**src/rtl/pipe_pkg.sv**
```systemverilog
// pipe_pkg: shared defaults and helpers for the pipe_reg_chain register chain.
package pipe_pkg;
    localparam int DEF_WIDTH     = 8;
    localparam int DEF_STAGES    = 2;
    localparam int DEF_RESET_VAL = 0;

    function automatic int occ_width(input int stages);
        return $clog2(stages + 1);
    endfunction
endpackage

```
**src/rtl/pipe_stage.sv**
```systemverilog
// pipe_stage: one valid+data register; bubbles advance the valid bit but leave data untouched.
module pipe_stage import pipe_pkg::*; #(
    parameter int               WIDTH     = DEF_WIDTH,
    parameter logic [WIDTH-1:0] RESET_VAL = WIDTH'(DEF_RESET_VAL)
) (
    input  logic             clk,
    input  logic             reset,
    input  logic             flush,
    input  logic             load,
    input  logic             in_valid,
    input  logic [WIDTH-1:0] in_data,
    output logic             valid,
    output logic [WIDTH-1:0] data
);
    always_ff @(posedge clk or posedge reset) begin
        if (reset) begin
            valid <= 1'b0;
            data  <= RESET_VAL;
        end else if (flush) begin
            valid <= 1'b0;
        end else if (load) begin
            valid <= in_valid;
            if (in_valid)
                data <= in_data;
        end
    end
endmodule

```
**src/rtl/pipe_reg_chain.sv**
```systemverilog
// pipe_reg_chain: elastic STAGES-deep valid/ready register chain with synchronous flush.
// Define PIPE_REG_CHAIN_OCC_EN to add the registered occupancy output.
module pipe_reg_chain import pipe_pkg::*; #(
    parameter int               WIDTH     = DEF_WIDTH,
    parameter int               STAGES    = DEF_STAGES,
    parameter logic [WIDTH-1:0] RESET_VAL = WIDTH'(DEF_RESET_VAL)
) (
    input  logic                            clk,
    input  logic                            reset,
    input  logic                            flush,
    input  logic                            in_valid,
    output logic                            in_ready,
    input  logic [WIDTH-1:0]                in_data,
    output logic                            out_valid,
    input  logic                            out_ready,
    output logic [WIDTH-1:0]                out_data
`ifdef PIPE_REG_CHAIN_OCC_EN
    ,
    output logic [occ_width(STAGES)-1:0]    occupancy
`endif
);
    logic [STAGES-1:0] valid;
    logic [STAGES-1:0] ready;
    logic [WIDTH-1:0]  data [STAGES];

    // A stage can load when it is empty or everything downstream can move.
    always_comb begin
        logic r;
        r     = out_ready;
        ready = '0;
        for (int k = STAGES - 1; k >= 0; k--) begin
            r        = !valid[k] || r;
            ready[k] = r;
        end
    end

    assign in_ready  = ready[0] && !flush && !reset;
    assign out_valid = valid[STAGES-1];
    assign out_data  = data[STAGES-1];

    for (genvar i = 0; i < STAGES; i++) begin : g_stage
        if (i == 0) begin : g_head
            pipe_stage #(.WIDTH(WIDTH), .RESET_VAL(RESET_VAL)) u_stage (
                .clk      (clk),
                .reset    (reset),
                .flush    (flush),
                .load     (ready[i]),
                .in_valid (in_valid && in_ready),
                .in_data  (in_data),
                .valid    (valid[i]),
                .data     (data[i])
            );
        end else begin : g_body
            pipe_stage #(.WIDTH(WIDTH), .RESET_VAL(RESET_VAL)) u_stage (
                .clk      (clk),
                .reset    (reset),
                .flush    (flush),
                .load     (ready[i]),
                .in_valid (valid[i-1]),
                .in_data  (data[i-1]),
                .valid    (valid[i]),
                .data     (data[i])
            );
        end
    end

`ifdef PIPE_REG_CHAIN_OCC_EN
    localparam int OW = occ_width(STAGES);

    // Tracking transfers keeps occupancy equal to popcount(valid) without an adder tree.
    always_ff @(posedge clk or posedge reset) begin
        if (reset)
            occupancy <= '0;
        else if (flush)
            occupancy <= '0;
        else
            occupancy <= occupancy + OW'(in_valid && in_ready) - OW'(out_valid && out_ready);
    end
`endif
endmodule

```
**config.mk**
```make
export PLATFORM = sky130hd
export DESIGN_NAME = pipe_reg_chain
export DESIGN_NICKNAME = d
export VERILOG_FILES = /design/src/rtl/pipe_pkg.sv /design/src/rtl/pipe_stage.sv /design/src/rtl/pipe_reg_chain.sv
export SDC_FILE = /design/constraint.sdc
export NUM_CORES = 1
export LEC_CHECK = 0
export CAP_MARGIN = 20
export CORE_UTILIZATION = 45
export CTS_BUF_LIST = sky130_fd_sc_hd__clkbuf_16
export CTS_CLUSTER_SIZE = 24
export DETAILED_ROUTE_END_ITERATION = 8
export HOLD_SLACK_MARGIN = 0.08
export PLACE_DENSITY = 0.77
export SYNTH_ARGS = -nofsm -noshare
export SYNTH_HDL_FRONTEND = slang
export SYNTH_HIERARCHICAL = 1
export SYNTH_SLANG_ARGS = --single-unit
```
**constraint.sdc**
```tcl
create_clock -name clk -period 2.4 [get_ports clk]
set_input_delay 0.72 -clock clk [delete_from_list [all_inputs] [get_ports clk]]
set_output_delay 0.72 -clock clk [all_outputs]
set_load 0.05 [all_outputs]
```
== Word-level counts from Yosys, hierarchy flattened ==
Cells that the tools add are included.

* Mux-type cells: 4
* Bitwise logic cells: 1
* Reduce and logical (&&, ||, !) cells: 13

{| class="wikitable"
|+ Operators by type and width
! operator !! count
|-
| $reduce_and 3->1 || 2
|-
| $logic_not 1->1 || 4
|-
| $mux 1 || 4
|-
| $reduce_bool 2->1 || 2
|-
| $logic_and 1x1->1 || 3
|-
| $logic_or 1x1->1 || 2
|-
| $not 1->1 || 1
|}

* Flip-flop bits (word level): 18
* Input port bits: 13
* Output and inout port bits: 10
* Logic and storage cells: 22

== Depth between registers and ports, before layout ==
Gate-level depths: netlist of the first run.

* Word-level depth: 8
* Gate-level depth with buffers: 4
* Depth with buffers taken out: 4

== Hierarchy ==
Netlist of the first run, hierarchy kept.

{| class="wikitable"
|+ Modules (own cells, without submodules)
! module !! instances !! cells an instance !! area each (µm²) !! seq. area each (µm²)
|-
| pipe_stage || 2 || 21 || 352.8 || 225.2
|-
| pipe_reg_chain || 1 || 5 || 42.5 || 0.0
|}

== Worst setup path before layout of the first run ==
OpenSTA, ideal clock, no wires.

* Path kind: in2out
* Start point: in out_ready
* End point: out in_ready
* Arrival time: 1.296 ns
* Data required time: 1.680 ns
* Slack: 0.384 ns
* Cell stages on the path: 2
* Buffers on the path: 0
* Cell sequence: nand3b_4 > and2_1

* Cells in the longest elaborated chain, start to end: 4

{| class="wikitable"
|+ Ends and longest elaborated chain
! item !! RTL line !! text
|-
| from (decl) || pipe_reg_chain.sv:15 || <nowiki>input logic out_ready,</nowiki>
|-
| $logic_or 1x1->1 (2 in a row) || pipe_reg_chain.sv:32 || <nowiki>r = !valid[k] || r;</nowiki>
|-
| $logic_and 1x1->1 (2 in a row) || pipe_reg_chain.sv:37 || <nowiki>assign in_ready = ready[0] && !flush && !reset;</nowiki>
|-
| to (decl) || pipe_reg_chain.sv:12 || <nowiki>output logic in_ready,</nowiki>
|}

No other way between the ends.

== Final worst setup path of the first run ==
* Start point: in out_ready
* End point: out in_ready

* Cells in the longest elaborated chain, start to end: 4

{| class="wikitable"
|+ Ends and longest elaborated chain
! item !! RTL line !! text
|-
| $logic_or 1x1->1 (2 in a row) || pipe_reg_chain.sv:32 ||
|-
| net ready[0] || pipe_reg_chain.sv:23 || <nowiki>logic [STAGES-1:0] ready;</nowiki>
|-
| $logic_and 1x1->1 (2 in a row) || pipe_reg_chain.sv:37 ||
|}

The timed path passes the listed nets, and every way through them passes these cells.

==> impl_metrics.json, run 1 <==
{
  "clkLatencyLatePin_ns": 0.25,
  "async_reset_ff_share_pct": 100,
  "power_frac_seq_pct": 37.6,
  "fin_util_pct": 71.8,
  "synth_area_per_cell_um2": 15.9,
  "gp_congestion": 0.666,
  "hp-class": "flop to flop",
  "fin_nets": 89,
  "yosys_warnings": 6,
  "dr.first_iter.drc_count": 2,
  "cts_max_path_buffers": 2,
  "fp.dieH_um": 42.8,
  "drv_slew": 0,
  "die_w_um": 42.8,
  "placed_area_mm2": 0.00101,
  "clk_pin_slew_ns": 0.05,
  "max_freq_mhz": 426,
  "drc_errors": 0,
  "critPathRequiredTime_ns": 1.68,
  "dpl.hpwl_um": 884,
  "post-route-period-util_pct": 97.7,
  "synth.net_count": 60,
  "p_per_area_mw_per_mm2": 1010,
  "yosys.area.top_type_share_pct": 60.2,
  "core-area_mm2": 0.00152,
  "fp.dieArea_mm2": 0.00183,
  "numCtsBuffers": 3,
  "fin_area_mm2": 0.00109,
  "intPower_uw": 749,
  "ios": 23,
  "tritoncts": "yes",
  "postCtsResizedCells": 0,
  "first_pass_iters": 2,
  "cp-end-kind": "output port",
  "grt_max_degree": 11,
  "vdd_ir_drop_max_mv": 0.656,
  "final.fill_count": 110,
  "antennaDiodeCount": 0,
  "synth_edf_count": 0,
  "fin_tns_setup_ns": 0,
  "grt_overflow_total": 0,
  "grt_util_all_layers_pct": 17.6,
  "status": "finished, final reports clean",
  "rsz0062_at_grt": "false",
  "grt_pass1_vias": 493,
  "synth_largest_area_cell": "dfrtp_1",
  "synth_seq_area_share_pct": 60.2,
  "grt_pass1_wl_mm": 2.24,
  "pwr-share-clk_pct": 29.9,
  "netlist_area_um2": 748,
  "drt-total-wl_mm": 1.32,
  "floorplan.rows": 14,
  "clock-root-buffer": "clkbuf_16",
  "slowest_delay_ns": 0.47,
  "post-synth-top-count-cell": "dfrtp_1",
  "synth.area.top_cells": "dfrtp_1, mux2_2, nand3b_4",
  "vias": 475,
  "switching_share_pct": 32.0,
  "worst_slack_ns": 0.0542,
  "setup_viol": 0,
  "hold_viol": 0,
  "crit_type": "input pin to output port",
  "critPathBufInv": 2,
  "vias_per_cell": 5.22,
  "drive_gt1_share_pct": 34.7,
  "max_slew_margin_pct": 65.5,
  "syn2layout_area_growth_pct": 46.3,
  "post_cts.repair.setup_buffers": 0,
  "worstPathArrival_ns": 1.63,
  "start_util_pct": 49.1,
  "crit_family": "buffers and inverters",
  "p_leak_uw": 0.000529,
  "p_comb_share_pct": 32.5,
  "drt.antenna.violating_nets": 0,
  "io_buffers": 22,
  "drv_cap": 0,
  "synth_common_cells": "dfrtp_1, mux2_2, nand3b_4, nor2_1",
  "critPathLaunchType": "input pin",
  "ys_ff_latch": 18,
  "antenna_found_initial": 0,
  "synthCells": 47,
  "synth_cell_types": 9,
  "routedWlPerCell_um": 14.5,
  "ys.flop_type": "dfrtp_1",
  "clock-sinks": 18,
  "p_sw_uw": 353,
  "crit_slowest_cell": "clkdlybuf4s50_1",
  "skew_ns": 0.00321,
  "tightest_slew_ns": 0.515,
  "cp_max_fo": 2,
  "htreeDepth": 1,
  "timing.final.crit_period_ns": 2.35,
  "crit_chain": "clkdlybuf4s50_1 > nand3b_4 > and2_1 > buf_12",
  "power_uw": 1100,
  "ctsHoldBuffers": 0,
  "post-place-ws_ns": 0.0499
}
[per-layer routing]
metal	global-route usage [%]	part of all wire, %
met1	20.8	40
met2	28.5	56
met3	5.11	3.7
met4	9.38	0.61
met5	0	0
[state kept, by name, summed over array words and instances, names as in the netlist]
register and cells:
g_stage.g_head.u_stage/data 8, g_stage.g_body.u_stage/valid 1, g_stage.g_body.u_stage/data 8, g_stage.g_head.u_stage/valid 1
[stage by stage]
step / instances / hold WS (ns)
6_report: 91 / 0.499
5_1_grt: 91 / 0.518
4_1_cts: 91 / 0.501
3_5_place_dp: 87 / 0.490
3_3_place_gp: 87 / 0.484
2_1_floorplan: 47 / 0.475
[power groups by stage]
stage          Clock (uW)  Combinational (uW)  Sequential (uW)
2_1_floorplan           0                79.9              567
3_3_place_gp            0                 355              415
3_5_place_dp            0                 358              417
4_1_cts               335                 362              415
5_1_grt               348                 374              423
6_report              330                 359              414
[layout by cell type, fill, tap and decap left out, drive strengths merged]
cell type and count:
clkdlybuf4s50 21, dfrtp 18, mux2 16, nand3b 3, clkbuf 3, nor2 3
buf 3, inv 2, mux2i 2, nand2b 1, and2 1, and3 1
clkinv 1
[path summary, 6_finish.rpt]
check / from / endpoint / slack [ns] / depth (start not counted)
max: out_ready / in_ready / 0.05 / 4
min: g_stage[0].g_head.u_stage/data[4] / g_stage[1].g_body.u_stage/data[4] / 0.50 / 1
max reg2reg: g_stage[0].g_head.u_stage/valid / g_stage[0].g_head.u_stage/data[1] / 0.85 / 5
min reg2reg: g_stage[0].g_head.u_stage/data[4] / g_stage[1].g_body.u_stage/data[4] / 0.50 / 1
max in group asynchronous: reset / g_stage[1].g_body.u_stage/data[5] / 1.31 / 2
min in group asynchronous: reset / g_stage[0].g_head.u_stage/data[2] / 0.81 / 2
[worst reg2reg max path: cells and delay by family (launching register included)]
kind | cells | cell delay, ns
DFF | 1 | 0.47
buffers and inverters | 1 | 0.16
muxes | 1 | 0.36
and+or+nand+nor | 3 | 0.45
[kinds of logic after synthesis]
| family | count (synthesis) | share of synthesized area (%) |
|---|---|---|
| buffers and inverters | 2 | 1.00 |
| flip-flops | 18 | 60.2 |
| multiplexers | 18 | 26.8 |
| AND/OR/NAND/NOR | 9 | 12.0 |
[layout make-up]
| type | count | area, um^2 | share of cell area (%) |
|---|---|---|---|
| Sequential cell | 18 | 450 | 41.1 |
| Multi-Input combinational cell | 27 | 293 | 26.7 |
| Timing Repair Buffer | 24 | 245 | 22.4 |
| Clock buffer | 3 | 75.1 | 6.86 |
| Tap cell | 16 | 20.0 | 1.83 |
| Inverter | 2 | 7.51 | 0.686 |
| Clock inverter | 1 | 3.75 | 0.343 |
No activity file was read; power rests on OpenSTA's default activity.
==> run 2: changes to the inputs <==
--- a/constraint.sdc
+++ b/constraint.sdc
@@ -3,2 +3,2 @@
 set_output_delay 0.72 -clock clk [all_outputs]
-set_load 0.05 [all_outputs]
+set_load 0.1 [all_outputs]
==> run 2 against run 1 <==
Power increased by 14%; non-clock buffer count rose by 1; cell count up 1.1%; worst hold slack lost 0.0019 ns; critical path type unchanged; largest power group is now combinational cells; critical endpoint unchanged.
==> impl_metrics.json, run 2 (synthesis gave the netlist of run 1 again) <==
{
  "grt_max_degree": 11,
  "gp_congestion": 0.659,
  "rsz0062_at_grt": "false",
  "post-route-period-util_pct": 98.1,
  "final.fill_count": 118,
  "start_util_pct": 49.1,
  "grt_pass1_vias": 498,
  "fin_nets": 90,
  "drt-total-wl_mm": 1.19,
  "tightest_slew_ns": 0.381,
  "vias": 472,
  "crit_slowest_cell": "clkdlybuf4s50_1",
  "clock-sinks": 18,
  "grt_util_all_layers_pct": 16.5,
  "floorplan.rows": 14,
  "final_common_cell": "dfrtp_1",
  "timing.final.crit_period_ns": 2.35,
  "post_cts.repair.setup_buffers": 0,
  "cp-end-kind": "output port",
  "fp.dieArea_mm2": 0.00183,
  "drc_errors": 0,
  "grt_pass1_wl_mm": 2.14,
  "clk_pin_slew_ns": 0.05,
  "worstPathArrival_ns": 1.63,
  "skew_ns": 0.00196,
  "crit_type": "input pin to output port",
  "hold_viol": 0,
  "htreeDepth": 1,
  "cts_max_path_buffers": 2,
  "setup_viol": 0,
  "grt_overflow_total": 0,
  "cp_max_fo": 2,
  "postCtsResizedCells": 0,
  "first_pass_iters": 1,
  "ios": 23,
  "drt.antenna.violating_nets": 0,
  "fp.dieH_um": 42.8,
  "critPathLaunchType": "input pin",
  "fin_tns_setup_ns": 0,
  "antennaDiodeCount": 0,
  "mostFrequentLayoutCells": "dfrtp_1, mux2_2, clkdlybuf4s50_1, buf_4",
  "status": "finished, final reports clean",
  "die_w_um": 42.8,
  "drv_cap": 0,
  "ctsHoldBuffers": 0,
  "p_leak_uw": 0.000549,
  "routedWlPerCell_um": 12.9,
  "crit_chain": "clkdlybuf4s50_1 > nand3b_4 > and2_4 > buf_12",
  "syn2layout_area_growth_pct": 44.3,
  "core-area_mm2": 0.00152,
  "max_freq_mhz": 425,
  "antenna_found_initial": 0,
  "dpl.hpwl_um": 899,
  "tritoncts": "yes",
  "hp-class": "flop to flop",
  "max_slew_margin_pct": 74.6,
  "io_buffers": 22,
  "largestRegisters": "g_stage.g_head.u_stage/data (8), g_stage.g_body.u_stage/data (8)",
  "drive_gt1_share_pct": 47.4,
  "dr.first_iter.drc_count": 0,
  "p_per_area_mw_per_mm2": 1160,
  "slowest_delay_ns": 0.47,
  "vdd_ir_drop_max_mv": 0.975,
  "critPathRequiredTime_ns": 1.68,
  "vias_per_cell": 5.13,
  "clock-root-buffer": "clkbuf_16",
  "numCtsBuffers": 3,
  "whs_ns": 0.497,
  "drv_slew": 0,
  "clkLatencyLatePin_ns": 0.25
}
## run 2: where the power goes
part,total [uW],leakage (uW),internal (uW),switching [uW]
Clock,323,0.0000385,221,102
Combinational,517,0.000285,136,381
Sequential,414,0.000225,378,35.9
Total,1250,0.000549,735,519
## run 2: cell type report
cell class	instances	area, um^2	area share [%]
flip-flops and latches	18	450	41.7
multi-input cells	27	293	27.1
repair buffers	25	230	21.3
clock buffers	3	75.1	6.95
well taps	16	20.0	1.85
inverters	2	7.51	0.695
clock inverters	1	3.75	0.348
## run 2: metrics by stage
step / total power, uW / area, um^2 / cells / util (%) / worst slack, ns
after global placement: 929 / 1000 / 88 / 65.6 / 0.0377
after detailed placement: 937 / 1000 / 88 / 65.6 / 0.0223
final: 1250 / 1080 / 92 / 70.9 / 0.0456
after floorplan: 817 / 749 / 47 / - / 0.118
after global routing: 1300 / 1080 / 92 / 70.9 / 0.00541
after CTS: 1270 / 1080 / 92 / 70.8 / 0.0197
## run 2: worst paths after layout
kind | slack (ns) | start | end | cells after the start
min reg2reg | 0.50 | g_stage[0].g_head.u_stage/data[5] | g_stage[0].g_head.u_stage/data[5] | 1
min | 0.50 | g_stage[0].g_head.u_stage/data[5] | g_stage[0].g_head.u_stage/data[5] | 1
max | 0.05 | out_ready | in_ready | 4
max reg2reg | 0.86 | g_stage[0].g_head.u_stage/valid | g_stage[0].g_head.u_stage/data[3] | 5
max in group asynchronous | 1.22 | reset | g_stage[1].g_body.u_stage/data[5] | 3
min in group asynchronous | 0.90 | reset | g_stage[0].g_head.u_stage/data[2] | 3
## run 2: per-layer routing
layer	track usage [%]	share of wire, %	wire length [um]
met1	19.0	42	496
met2	26.1	52	622
met3	7.66	5.0	60
met5	0	0	0
met4	7.50	0.84	10
## run 2: critical path: cells and delay by family
kind | cells | cell delay [ns]
buffers and inverters | 2 | 0.63
AND/OR/NAND/NOR | 2 | 0.28
==> run 3: changes to the inputs <==
- MAX_ROUTING_LAYER: unset -> met4
- PLACE_DENSITY: 0.77 -> unset
- PLACE_DENSITY_LB_ADDON: unset -> 0.15
==> run 3 against run 2 <==
Clock-buffer cell count stayed put; clock skew hardly changed; critical path depth stayed put; power is 0.39% lower; sequential power hardly changed; worst hold slack better by 0.0020 ns; non-clock buffer count is 1 higher; largest cell class unchanged; highest routed layer unchanged.
==> impl_metrics.json, run 3 (synthesis gave the netlist of run 1 again) <==
{
  "grt_overflow_total": 0,
  "setup_viol": 0,
  "timing.final.crit_period_ns": 2.35,
  "critPathRequiredTime_ns": 1.68,
  "max_freq_mhz": 426,
  "dp.cells": 88,
  "dpl.hpwl_mm": 1.01,
  "cp-end-kind": "output port",
  "crit_type": "input pin to output port",
  "pwr-share-clk_pct": 25.1,
  "grt_util_all_layers_pct": 17.8,
  "fin_tns_setup_ns": 0,
  "fin_cells": 92,
  "critPathBufInv": 2,
  "skew_ns": 0.00153,
  "grt_pass1_vias": 525,
  "drt.antenna.violating_nets": 0,
  "grt_pass1_wl_mm": 2.35,
  "hold_viol": 0,
  "htreeDepth": 1,
  "status": "finished, final reports clean",
  "vdd_ir_drop_max_mv": 0.730,
  "worstPathArrival_ns": 1.63,
  "p_comb_share_pct": 41.7,
  "power_frac_seq_pct": 33.2,
  "syn2layout_area_growth_pct": 45.5,
  "core-area_mm2": 0.00152,
  "rsz0062_at_grt": "false",
  "routedWlPerCell_um": 14.1,
  "antennaDiodeCount": 0,
  "cts_max_path_buffers": 2,
  "fp.dieArea_mm2": 0.00183,
  "vias_per_cell": 5.23,
  "crit_family": "buffers and inverters",
  "drv_slew": 0,
  "numCtsBuffers": 3,
  "post-route-period-util_pct": 97.8,
  "floorplan.rows": 14,
  "drt-total-wl_mm": 1.30,
  "clkLatencyLatePin_ns": 0.24,
  "gp_congestion": 0.681,
  "p_sw_uw": 516,
  "crit_chain": "clkdlybuf4s50_1 > nor2_2 > and2_4 > buf_12",
  "crit_slowest_cell": "clkdlybuf4s50_1",
  "p_per_area_mw_per_mm2": 1150,
  "tightest_slew_ns": 0.367,
  "hp-class": "flop to flop",
  "clk_pin_slew_ns": 0.05,
  "hold_depth": 1,
  "mostFrequentLayoutCells": "dfrtp_1, mux2_2, buf_4, clkdlybuf4s50_1",
  "intPower_uw": 733,
  "fp.dieH_um": 42.8,
  "fin_nets": 91,
  "dr.first_iter.drc_count": 4,
  "largestRegisters": "g_stage.g_head.u_stage/data (8), g_stage.g_body.u_stage/data (8)",
  "critPathLaunchType": "input pin",
  "final_common_cell": "dfrtp_1",
  "grt_max_degree": 10,
  "drc_errors": 0,
  "ios": 23,
  "power_uw": 1250,
  "vias": 481,
  "ctsHoldBuffers": 0,
  "clock-sinks": 18,
  "antenna_found_initial": 0,
  "cp_max_fo": 2,
  "whs_ns": 0.499,
  "drv_cap": 0,
  "start_util_pct": 49.1,
  "drive_gt1_share_pct": 50.0,
  "switching_share_pct": 41.3,
  "max_slew_margin_pct": 75.5,
  "first_pass_iters": 2,
  "clock-root-buffer": "clkbuf_16",
  "crit_cells": 4,
  "io_buffers": 22,
  "tritoncts": "yes",
  "die_w_um": 42.8,
  "p_leak_uw": 0.000561,
  "r2r_cells": 5,
  "slowest_delay_ns": 0.43
}
[run 3: cell count changes in the layout (fill, tap and decap cells not counted), sizes merged]
cell,delta
buf,+1
clkdlybuf4s50,-1
clkinv,-1
dlymetal6s2s,+1
[run 3: layer usage]
metal	global-route usage, %	vias to the layer above	wire length [um]
li1	-	225	-
met1	20.8	239	523
met2	29.7	15	700
met3	4.68	2	67
met4	5.63	0	9
met5	-	-	0
[run 3: final cells by class]
class	count	area, um^2
repair buffers	26	240
well taps	16	20.0
multi-input cells	27	295
clock buffers	3	75.1
fillers	107	435
flip-flops and latches	18	450
inverters	2	7.51
[run 3: path summary, 6_finish.rpt]
check | start | end | slack (ns)
min reg2reg | g_stage[0].g_head.u_stage/data[2] | g_stage[0].g_head.u_stage/data[2] | 0.50
max | reset | in_ready | 0.05
max in group asynchronous | reset | g_stage[0].g_head.u_stage/data[5] | 1.21
min | g_stage[0].g_head.u_stage/data[2] | g_stage[0].g_head.u_stage/data[2] | 0.50
max reg2reg | g_stage[0].g_head.u_stage/valid | g_stage[0].g_head.u_stage/data[3] | 0.84
min in group asynchronous | reset | g_stage[1].g_body.u_stage/data[1] | 0.93
[run 3: what timing repair did]
action                                  CTS  global route
endpoints found under the setup margin    0             1
gates resized for setup                   0             3
buffers inserted                          0             1
[run 3: power groups by stage]
stage,clock network [uW],logic [uW],registers (uW)
2_1_floorplan,0,84.3,733
3_3_place_gp,0,515,416
3_5_place_dp,0,522,420
4_1_cts,321,522,415
5_1_grt,332,536,425
6_report,313,521,414
[run 3: worst reg2reg max path: stages (launching register included)]
cell and delay, ns:
dfrtp_1 0.47, nand3b_4 0.10, buf_4 0.16, and3_1 0.20
nand3b_4 0.15, mux2_2 0.36
[run 3: metrics by stage]
step | utilization, % | setup WS (ns) | cell area [um^2]
after floorplan | - | 0.118 | 749
after global placement | 65.6 | 0.0387 | 1000
after detailed placement | 65.6 | 0.00755 | 1000
after CTS | 70.5 | 0.00131 | 1070
after global routing | 71.4 | 0.00627 | 1090
final | 71.4 | 0.0517 | 1090
